==> config.mk <==
export PLATFORM = sky130hd
export DESIGN_NAME = aes_sched
export DESIGN_NICKNAME = d
export VERILOG_FILES = /design/src/rtl/aes_sched_pkg.sv /design/src/rtl/aes_sched_rr_arb.sv /design/src/rtl/aes_sched.sv
export SDC_FILE = /design/constraint.sdc
export NUM_CORES = 2
export LEC_CHECK = 0
export CAP_MARGIN = 25
export CORE_AREA = 2 2 547 549
export CTS_CLUSTER_DIAMETER = 120
export DETAILED_ROUTE_END_ITERATION = 7
export DIE_AREA = 0 0 549 551
export GPL_ROUTABILITY_DRIVEN = 0
export PLACE_DENSITY_LB_ADDON = 0.3
export SETUP_SLACK_MARGIN = 0.5
export SKIP_CTS_REPAIR_TIMING = 1
export SYNTH_ARGS = -nofsm -noshare
export SYNTH_HDL_FRONTEND = slang
export SYNTH_SLANG_ARGS = --single-unit
==> constraint.sdc <==
create_clock -name clk -period 24.8 [get_ports clk]
set_clock_uncertainty 0.15 [all_clocks]
set_input_delay 4.96 -clock clk [delete_from_list [all_inputs] [get_ports clk]]
set_output_delay 4.96 -clock clk [all_outputs]
set_load 0.05 [all_outputs]
==> src/rtl/aes_sched_pkg.sv <==
// Shared types for the AES core scheduler: core port structs, function encodings, FSM states.
// No logic; widths fixed to AES-256 keys and 128-bit blocks.
// Backpressure: n/a.
package aes_sched_pkg;

    localparam int AES_KEY_W  = 256;
    localparam int AES_DATA_W = 128;

    localparam logic [1:0] AES_FUNC_NONE = 2'd0;
    localparam logic [1:0] AES_FUNC_KEXP = 2'd1;
    localparam logic [1:0] AES_FUNC_ENC  = 2'd2;
    localparam logic [1:0] AES_FUNC_DEC  = 2'd3;

    typedef struct packed {
        logic                  enable;
        logic [1:0]            func;
        logic [AES_KEY_W-1:0]  key;
        logic [AES_DATA_W-1:0] data;
    } aes_in_type;

    typedef struct packed {
        logic [AES_DATA_W-1:0] result;
        logic                  ready;
    } aes_out_type;

    typedef enum logic [2:0] {
        IDLE,
        KEXP,
        KWAIT,
        START,
        WAIT,
        RESP
    } sched_state_type;

endpackage

==> src/rtl/aes_sched_rr_arb.sv <==
// Round-robin picker: first asserted request at or after ptr, wrapping to 0.
// Latency: combinational.
// Backpressure: none; the caller decides when the pick is consumed.
module aes_rr_arb
    import aes_sched_pkg::*;
#(
    parameter int NREQ  = 2,
    parameter int IDX_W = $clog2(NREQ)
) (
    input  logic [NREQ-1:0]  req,
    input  logic [IDX_W-1:0] ptr,
    output logic [IDX_W-1:0] grant,
    output logic             any
);

    logic [IDX_W-1:0] cand;

    // Scan from the farthest offset back to ptr so the nearest hit wins.
    always_comb begin
        grant = '0;
        any   = 1'b0;
        cand  = '0;
        for (int i = NREQ - 1; i >= 0; i--) begin
            cand = IDX_W'((int'(ptr) + i) % NREQ);
            if (req[cand]) begin
                grant = cand;
                any   = 1'b1;
            end
        end
    end

endmodule

==> src/rtl/aes_sched.sv <==
// Round-robin share of one AES core; key re-expanded only on key change. Watchdog under AES_SCHED_TMO_EN.
// Latency: accept->rsp_valid = 3 + core cycles (key reuse), + 1 + KEXP_CYC on key change.
// Backpressure: response held until rsp_ready; no new grant while a transaction is in flight.
module aes_sched
    import aes_sched_pkg::*;
#(
    parameter int NREQ     = 2,
    parameter int KEY_W    = AES_KEY_W,
    parameter int DATA_W   = AES_DATA_W,
    parameter int KEXP_CYC = 2,
    parameter int TMO_CYC  = 64
) (
    input  logic                    rst,
    input  logic                    clk,
    input  logic [NREQ-1:0]         req_valid,
    output logic [NREQ-1:0]         req_ready,
    input  logic [NREQ-1:0]         req_dec,
    input  logic [NREQ*KEY_W-1:0]   req_key,
    input  logic [NREQ*DATA_W-1:0]  req_data,
    output logic                    rsp_valid,
    input  logic                    rsp_ready,
    output logic [$clog2(NREQ)-1:0] rsp_idx,
    output logic [DATA_W-1:0]       rsp_data,
    output logic                    rsp_err,
    output aes_in_type              core_in,
    input  aes_out_type             core_out,
    output logic                    busy
);

    localparam int IDX_W   = $clog2(NREQ);
    localparam int CNT_MAX = (TMO_CYC > KEXP_CYC) ? TMO_CYC : KEXP_CYC;
    localparam int CNT_W   = $clog2(CNT_MAX + 1);

    sched_state_type  state, state_nxt;
    logic [IDX_W-1:0] rr_ptr, arb_grant, lat_idx;
    logic             arb_any, key_vld, lat_dec, key_miss, tmo_hit, cnt_run;
    logic [KEY_W-1:0] key_reg, lat_key, arb_key;
    logic [DATA_W-1:0] lat_data;
    logic [CNT_W-1:0] cnt;

    aes_rr_arb #(.NREQ(NREQ), .IDX_W(IDX_W)) u_arb (
        .req   (req_valid),
        .ptr   (rr_ptr),
        .grant (arb_grant),
        .any   (arb_any)
    );

    assign arb_key  = req_key[int'(arb_grant)*KEY_W +: KEY_W];
    assign key_miss = !key_vld || (arb_key != key_reg);

`ifdef AES_SCHED_TMO_EN
    logic err_q;
    assign tmo_hit = (state == WAIT) && !core_out.ready && (cnt == CNT_W'(TMO_CYC - 1));
    assign rsp_err = err_q;
    assign cnt_run = (state == KWAIT) || (state == WAIT);
`else
    assign tmo_hit = 1'b0;
    assign rsp_err = 1'b0;
    assign cnt_run = (state == KWAIT);
`endif

    assign rsp_valid = (state == RESP);
    assign rsp_idx   = lat_idx;
    assign busy      = (state != IDLE);

    always_comb begin
        state_nxt    = state;
        req_ready    = '0;
        core_in      = '0;
        core_in.key  = key_reg;
        core_in.data = lat_data;
        case (state)
            IDLE: begin
                if (arb_any) begin
                    req_ready[arb_grant] = 1'b1;
                    state_nxt = key_miss ? KEXP : START;
                end
            end
            KEXP: begin
                // key_reg is only loaded at the end of this cycle, so the core sees the new key directly.
                core_in.enable = 1'b1;
                core_in.func   = AES_FUNC_KEXP;
                core_in.key    = lat_key;
                state_nxt      = KWAIT;
            end
            KWAIT: begin
                if (cnt == CNT_W'(KEXP_CYC - 1)) state_nxt = START;
            end
            START: begin
                core_in.enable = 1'b1;
                core_in.func   = lat_dec ? AES_FUNC_DEC : AES_FUNC_ENC;
                state_nxt      = WAIT;
            end
            WAIT: begin
                if (core_out.ready || tmo_hit) state_nxt = RESP;
            end
            RESP: begin
                if (rsp_ready) state_nxt = IDLE;
            end
            default: state_nxt = IDLE;
        endcase
    end

    always_ff @(posedge clk or posedge rst) begin
        if (rst) begin
            state    <= IDLE;
            rr_ptr   <= '0;
            key_vld  <= 1'b0;
            key_reg  <= '0;
            lat_idx  <= '0;
            lat_dec  <= 1'b0;
            lat_key  <= '0;
            lat_data <= '0;
            cnt      <= '0;
            rsp_data <= '0;
`ifdef AES_SCHED_TMO_EN
            err_q    <= 1'b0;
`endif
        end else begin
            state <= state_nxt;
            if (state_nxt != state) begin
                cnt <= '0;
            end else if (cnt_run) begin
                cnt <= cnt + CNT_W'(1);
            end
            case (state)
                IDLE: begin
                    if (arb_any) begin
                        lat_idx  <= arb_grant;
                        lat_dec  <= req_dec[arb_grant];
                        lat_key  <= arb_key;
                        lat_data <= req_data[int'(arb_grant)*DATA_W +: DATA_W];
                        rr_ptr   <= (arb_grant == IDX_W'(NREQ - 1)) ? '0 : arb_grant + IDX_W'(1);
                    end
                end
                KEXP: begin
                    key_reg <= lat_key;
                    key_vld <= 1'b1;
                end
                WAIT: begin
                    if (core_out.ready) begin
                        rsp_data <= core_out.result;
`ifdef AES_SCHED_TMO_EN
                        err_q    <= 1'b0;
                    end else if (tmo_hit) begin
                        // Core state is unknown after a hang; force a fresh key expansion next time.
                        rsp_data <= '0;
                        err_q    <= 1'b1;
                        key_vld  <= 1'b0;
`endif
                    end
                end
                default: ;
            endcase
        end
    end

endmodule

* After elaboration in Yosys (flattened, before gate mapping)
Index checks and enable logic that the tools add are counted.
Widths: inputs -> output; s select.
** Storage, ports and cells
- Word-level logic and storage cells :: 61
- Flip-flop bits (word level) :: 782
** Cells by class
- Add/sub/neg operators :: 3
- Reduce and logical (&&, ||, !) cells :: 8
- $lt $le $gt $ge :: 4
- Muxes and demuxes :: 26
- Shifts and indexed selects :: 2
- Equal/unequal tests :: 8
** Operator list (number)
- $shiftx 512x10->256 :: 1
- $mux 256 :: 1
- $ne 256x256->1 :: 1
- $shiftx 256x9->128 :: 1
- $pmux 3 s6 :: 1
- $mux 7 :: 2
- $mux 1 :: 13
- $mux 3 :: 4
- $add 7x1->7 const B :: 1
- $eq 7x1->1 const B :: 1
- $eq 3x2->1 const B :: 2
- $eq 3x3->1 const B :: 2
- $lt 1x2->1 const B :: 3
- $mux 2 :: 3
- $pmux 3 s2 :: 1
- $reduce_and 2->1 :: 2
- $eq 3x1->1 const B :: 1
- $logic_not 3->1 :: 1
- $ne 3x3->1 :: 1
- $reduce_bool 3->1 :: 1
- $add 1x1->1 const B :: 2
- $reduce_bool 2->1 :: 1
- $demux 1 s1 :: 1
- $ge 1x1->1 const B :: 1
- other kinds (3) :: 3

* Depth between registers and ports, before layout
- Depth in word-level cells :: 13
- Gate-level depth with buffers :: 15
- Gate-level depth less buffers :: 9

* Cells and area by module
A second synthesis with hierarchy kept.
** Unflattened totals
- Cells, all modules :: 2931
- Area, all modules :: 34968.5 um2
** By module, submodules not included
- aes_sched :: cells each 2928, area each 34951.0 um2, instances 1
- aes_rr_arb :: cells each 3, area each 17.5 um2, instances 1

* Least setup slack after synthesis
Ideal clock, no wire load.
- Path type :: input to output
- Start point :: input req_valid[1]
- End point :: output req_ready[1]
- Cell stages on the path :: 9
- Slack :: 12.485 ns
- Path buffers :: 6
- Required time :: 19.690 ns
- Data arrival time :: 7.205 ns
- Cell sequence :: buf_2 -> buf_1 -> buf_2 -> nor2_1 -> or2_2 -> clkbuf_1 -> clkbuf_1 -> nor2_1 -> clkbuf_1
** Between the ends
- Word-level cells in the longest chain between the ends :: 10
- Elaborated cells on any way between the ends :: 15
** RTL lines
- start: declaration :: line aes_sched.sv:15 : input logic [NREQ-1:0] req_valid,
- $mux 1 (not written as such) (2 in series) :: line aes_sched_rr_arb.sv:25 : if (req[cand]) begin
- $mux 1 (2 in series) :: line aes_sched_rr_arb.sv:25
- $lt 1x2->1 (not written as such) or $ge 1x1->1 (tied branches) :: line aes_sched.sv:75 : req_ready[arb_grant] = 1'b1;
- $logic_and 1x1->1 (not written as such) :: line aes_sched.sv:75
- $mux 1 (not written as such) :: line aes_sched.sv:75
- $demux 1 s1 :: line aes_sched.sv:75
- $mux 2 * :: line aes_sched.sv:74 : if (arb_any) begin
- $mux 2 * :: line aes_sched.sv:72 : case (state)
- end: declaration :: line aes_sched.sv:16 : output logic [NREQ-1:0] req_ready,
Every way passes the cells marked *; elsewhere a longest branch is shown, timed or not. The select of a mux whose other input is x is not followed.

* Final worst setup path
- Start point :: input req_valid[0]
- End point :: output req_ready[0]
Same word-level chain as after synthesis.

==> parameters.txt <==
Parameter                              Value

CTS
  Root buffer cell ... sky130_fd_sc_hd__clkbuf_16
  Clk_lat worst skew ... roughly 0.83 ns
  Deepest clock path buffer count ... 4
  TritonCTS clock tree ... yes
  Clock Sinks ... between 700 and 800
  TritonCTS Buffers ... 111
  Number of H-tree branching levels ... 3
  Post-CTS clock slew at the launch and capture registers of the worst setup and hold paths ... ~0.06 ns

Synthesis
  Synth Cell Area ... approximately 36000 um^2
  Seq cells post-synth ... just under 800
  Dominant synthesized flop cell ... sky130_fd_sc_hd__dfrtp_1
  Fraction of the mapped netlist area in adder cells ... 0.000702
  Post-synth net total ... 4127
  Synthesized-area fraction occupied by xor and xnor cells ... 0.0255
  Compound-gate portion of the synthesized area ... 0.144
  Avg Inst Size Synth ... approximately 11 um^2
  Distinct cell type count of the synthesized netlist ... 63
  Number of enable-type register cells in the synthesized netlist ... 0
  Mux cell area share after synthesis ... 0.152
  Sequential cell area fraction in the yosys report ... 0.549
  Simple-gate portion of the synthesized area ... 0.0817
  Total number of yosys warnings ... 0
  Synthesized netlist cell count ... between 3000 and 4000
  Dominant combinational cell family by area after synthesis ... multiplexers
  Async set or reset register ratio after synthesis ... 1.00

Critical path
  CP Class ... in2out
  RR Startpoint ... rr_ptr
  Critical Path Sink Type ... primary output
  Worst Reg2Reg Path Length in Cells ... 12
  Slowest library cell on the worst path ... sky130_fd_sc_hd__clkdlybuf4s50_1
  CP required ... about 20 ns
  Data arrival, critical path ... about 8.4 ns
  Delay of the slowest cell on the worst path ... 0.89 ns
  Cell type with the highest occurrence count on the critical path ... sky130_fd_sc_hd__clkdlybuf4s50_1
  Launch point of the worst path ... req_valid[0]
  Cell-by-cell trace of the critical path ... clkdlybuf4s50_1 > nor2_1 > or2_4 > buf_4 > buf_16 > nor2_4 > clkdlybuf4s50_1
  Kind of launch point of the worst setup path ... input pin
  Max FO, Critical Path ... between 50 and 60

STA
  Fin crit share ... 0.543
  Setup repair after global routing missed its margin ... false
  Clock period minus worst slack ... between 10 and 15 ns
  Number of max-slew violations in the final report ... 0
  Slew of the pin with the lowest slew margin ... 1.19 ns
  Tightest slew margin relative to the limit ... 0.183
  Timing-limited maximum frequency ... approximately 0.074 GHz
  Aggregate negative setup slack ... 0 ns
  Number of setup violations in the final report ... 0
  Hold Fails Final Rpt ... 0

Worst hold path
  Worst hold path cell count ... 2
  Startpoint of the worst hold path ... lat_key[135]
  Hold crit path type ... reg2reg

Die
  Core area ... between 200000 and 300000 um^2
  Number of core rows ... 200
  Starting Density ... 0.120
  # IOs ... around 1400
  Die footprint ... 302000 um^2
  Die Span X ... approximately 550 um
  Die outline height ... roughly 550 um

Routing
  Wire length after detailed routing ... slightly below 300000 um
  Detailed-route via count ... 34546
  Antenna-violating nets left ... 0
  Pre-Repair DR Iteration Count ... 8
  Initial DRC count ... around 2800
  Routed wire length per instance ... about 34 um
  Number of remaining DRC errors ... 1
  Routed vias/inst ... a little under 4

GRT
  GR Util All Layers ... 0.188
  Via count of the first global-routing pass ... ~35000
  Largest net degree at the start of global routing ... 164
  Overflow after GRT ... 0
  First-pass GRT wire length ... between 300000 and 400000 um
  Initial antenna violation count ... ~250

Flow run
  Count of maximum capacitance violations ... 0

Finish
  Final nets ... between 5000 and 6000
  Final Util ... 0.198
  Area growth from synthesis to final layout ... 64.7%
  Leading cell type in the layout, fill and taps excluded ... sky130_fd_sc_hd__clkdlybuf4s50_1
  Number of standard cells in the final layout excluding fillers ... slightly below 9000
  Filler cells ... roughly 32000
  Most used cells in the layout excluding fill and tap cells ... sky130_fd_sc_hd__clkdlybuf4s50_1, sky130_fd_sc_hd__dfrtp_1, sky130_fd_sc_hd__nand2_1
  Fraction of final layout cells with drive strength greater than 1 ... 0.135

Power
  Power density over the cells ... approximately 170 nW/um^2
  Maximum vdd drop ... around 0.000085 V
  Leakage power ... between 20 and 25 nW

Status
  Status ... complete, but fails checks
  Violated checks ... DRC

Placement
  Post-Place Cells ... between 8000 and 9000
  HPWL after DPL ... about 250000 um
  Number of buffers inserted by port buffering ... 1423
==> routing by layer <==
| metal | global-route usage | part of all wire |
|---|---|---|
| met5 | 0 | 0.0025 |
| met4 | 0.0577 | 0.030 |
| met3 | 0.0654 | 0.090 |
| met2 | 0.338 | 0.51 |
| met1 | 0.207 | 0.37 |
==> report_power, final <==
part,switching (mW),total [mW],internal [mW]
sequential,0.470,2.38,1.91
clock,0.682,1.63,0.951
combinational,3.92,5.70,1.78
==> worst paths after layout <==
kind | to | slack [ns]
worst max-delay path | req_ready[0] | 11.33
min in group asynchronous | key_reg[232] | 4.42
worst min register to register | lat_key[135] | 0.32
worst min-delay path | lat_key[135] | 0.32
max in group asynchronous | key_reg[149] | 17.05
worst max register to register | state[1] | 18.98
==> cell type report <==
| type | instances | area, um^2 | share of cell area |
|---|---|---|---|
| antenna | 77 | 193 | 0.00328 |
| clock buffer | 153 | 3170 | 0.0539 |
| clock inverter | 46 | 453 | 0.00771 |
| inverter | 215 | 811 | 0.0138 |
| multi-input combinational | 2023 | 14500 | 0.248 |
| sequential | 782 | 19600 | 0.333 |
| tap | 3939 | 4930 | 0.0839 |
| timing repair buffer | 1512 | 15100 | 0.257 |
==> per-stage QoR <==
step	setup slack, ns	total power, mW	area [um^2]	hold slack (ns)
floorplan	8.96	5.52	35700	0.294
global placement	10.81	8.13	54700	0.306
detailed placement	11.20	8.20	54900	0.315
CTS	11.20	9.89	58500	0.328
global route	11.13	10.1	58600	0.342
finish	11.33	9.71	58700	0.324
==> cell usage after synthesis, types with 5 or more instances <==
cell / number / share of area
sky130_fd_sc_hd__nor3_1: 22 / 0.0031
sky130_fd_sc_hd__buf_2: 5 / 0.00070
sky130_fd_sc_hd__o22ai_1: 52 / 0.0091
sky130_fd_sc_hd__nor2_1: 103 / 0.011
sky130_fd_sc_hd__inv_1: 214 / 0.023
sky130_fd_sc_hd__a21oi_1: 55 / 0.0077
sky130_fd_sc_hd__a221oi_1: 14 / 0.0034
sky130_fd_sc_hd__clkbuf_1: 161 / 0.017
sky130_fd_sc_hd__or4_1: 11 / 0.0023
sky130_fd_sc_hd__dfrtp_1: 782 / 0.55
sky130_fd_sc_hd__xor2_1: 43 / 0.011
sky130_fd_sc_hd__a2111oi_0: 18 / 0.0044
sky130_fd_sc_hd__nor2b_1: 10 / 0.0018
sky130_fd_sc_hd__o2bb2ai_1: 19 / 0.0047
sky130_fd_sc_hd__nor4_1: 22 / 0.0039
sky130_fd_sc_hd__o21ai_0: 282 / 0.040
sky130_fd_sc_hd__buf_1: 15 / 0.0016
sky130_fd_sc_hd__a221o_1: 10 / 0.0028
sky130_fd_sc_hd__a222oi_1: 139 / 0.039
sky130_fd_sc_hd__mux2_2: 341 / 0.11
sky130_fd_sc_hd__nand3_1: 42 / 0.0059
sky130_fd_sc_hd__a2bb2oi_1: 6 / 0.0015
sky130_fd_sc_hd__nand4_1: 15 / 0.0026
sky130_fd_sc_hd__and3_1: 6 / 0.0011
sky130_fd_sc_hd__o221ai_1: 15 / 0.0037
sky130_fd_sc_hd__a31oi_1: 68 / 0.012
sky130_fd_sc_hd__o211ai_1: 9 / 0.0019
sky130_fd_sc_hd__nand2b_1: 6 / 0.0011
sky130_fd_sc_hd__mux2i_1: 159 / 0.045
sky130_fd_sc_hd__nand2_1: 389 / 0.041
sky130_fd_sc_hd__o2111ai_1: 5 / 0.0012
sky130_fd_sc_hd__buf_4: 11 / 0.0023
sky130_fd_sc_hd__buf_6: 9 / 0.0028
sky130_fd_sc_hd__a22oi_1: 14 / 0.0029
sky130_fd_sc_hd__and2_1: 25 / 0.0044
sky130_fd_sc_hd__a22o_1: 10 / 0.0025
sky130_fd_sc_hd__a211oi_1: 7 / 0.0015
sky130_fd_sc_hd__xnor2_1: 61 / 0.015
==> logic make-up (layout without fill, tap and decap cells) <==
logic type / count (synthesis) / after routing
flip-flops: 782 / 782
AO/OA/AOI/OAI: 748 / 748
AND/OR/NAND/NOR: 668 / 668
multiplexers: 500 / 500
buffers and inverters: 416 / 1926
XOR/XNOR: 104 / 104
adder cells (fa/ha/maj): 2 / 2
other: 1 / 78
==> worst max-delay path, delay by kind of cell <==
kind,cells,cell delay (ns)
buffers and inverters,4,2.22
and+or+nand+nor,3,1.04
(Power assumes the default switching activity.)
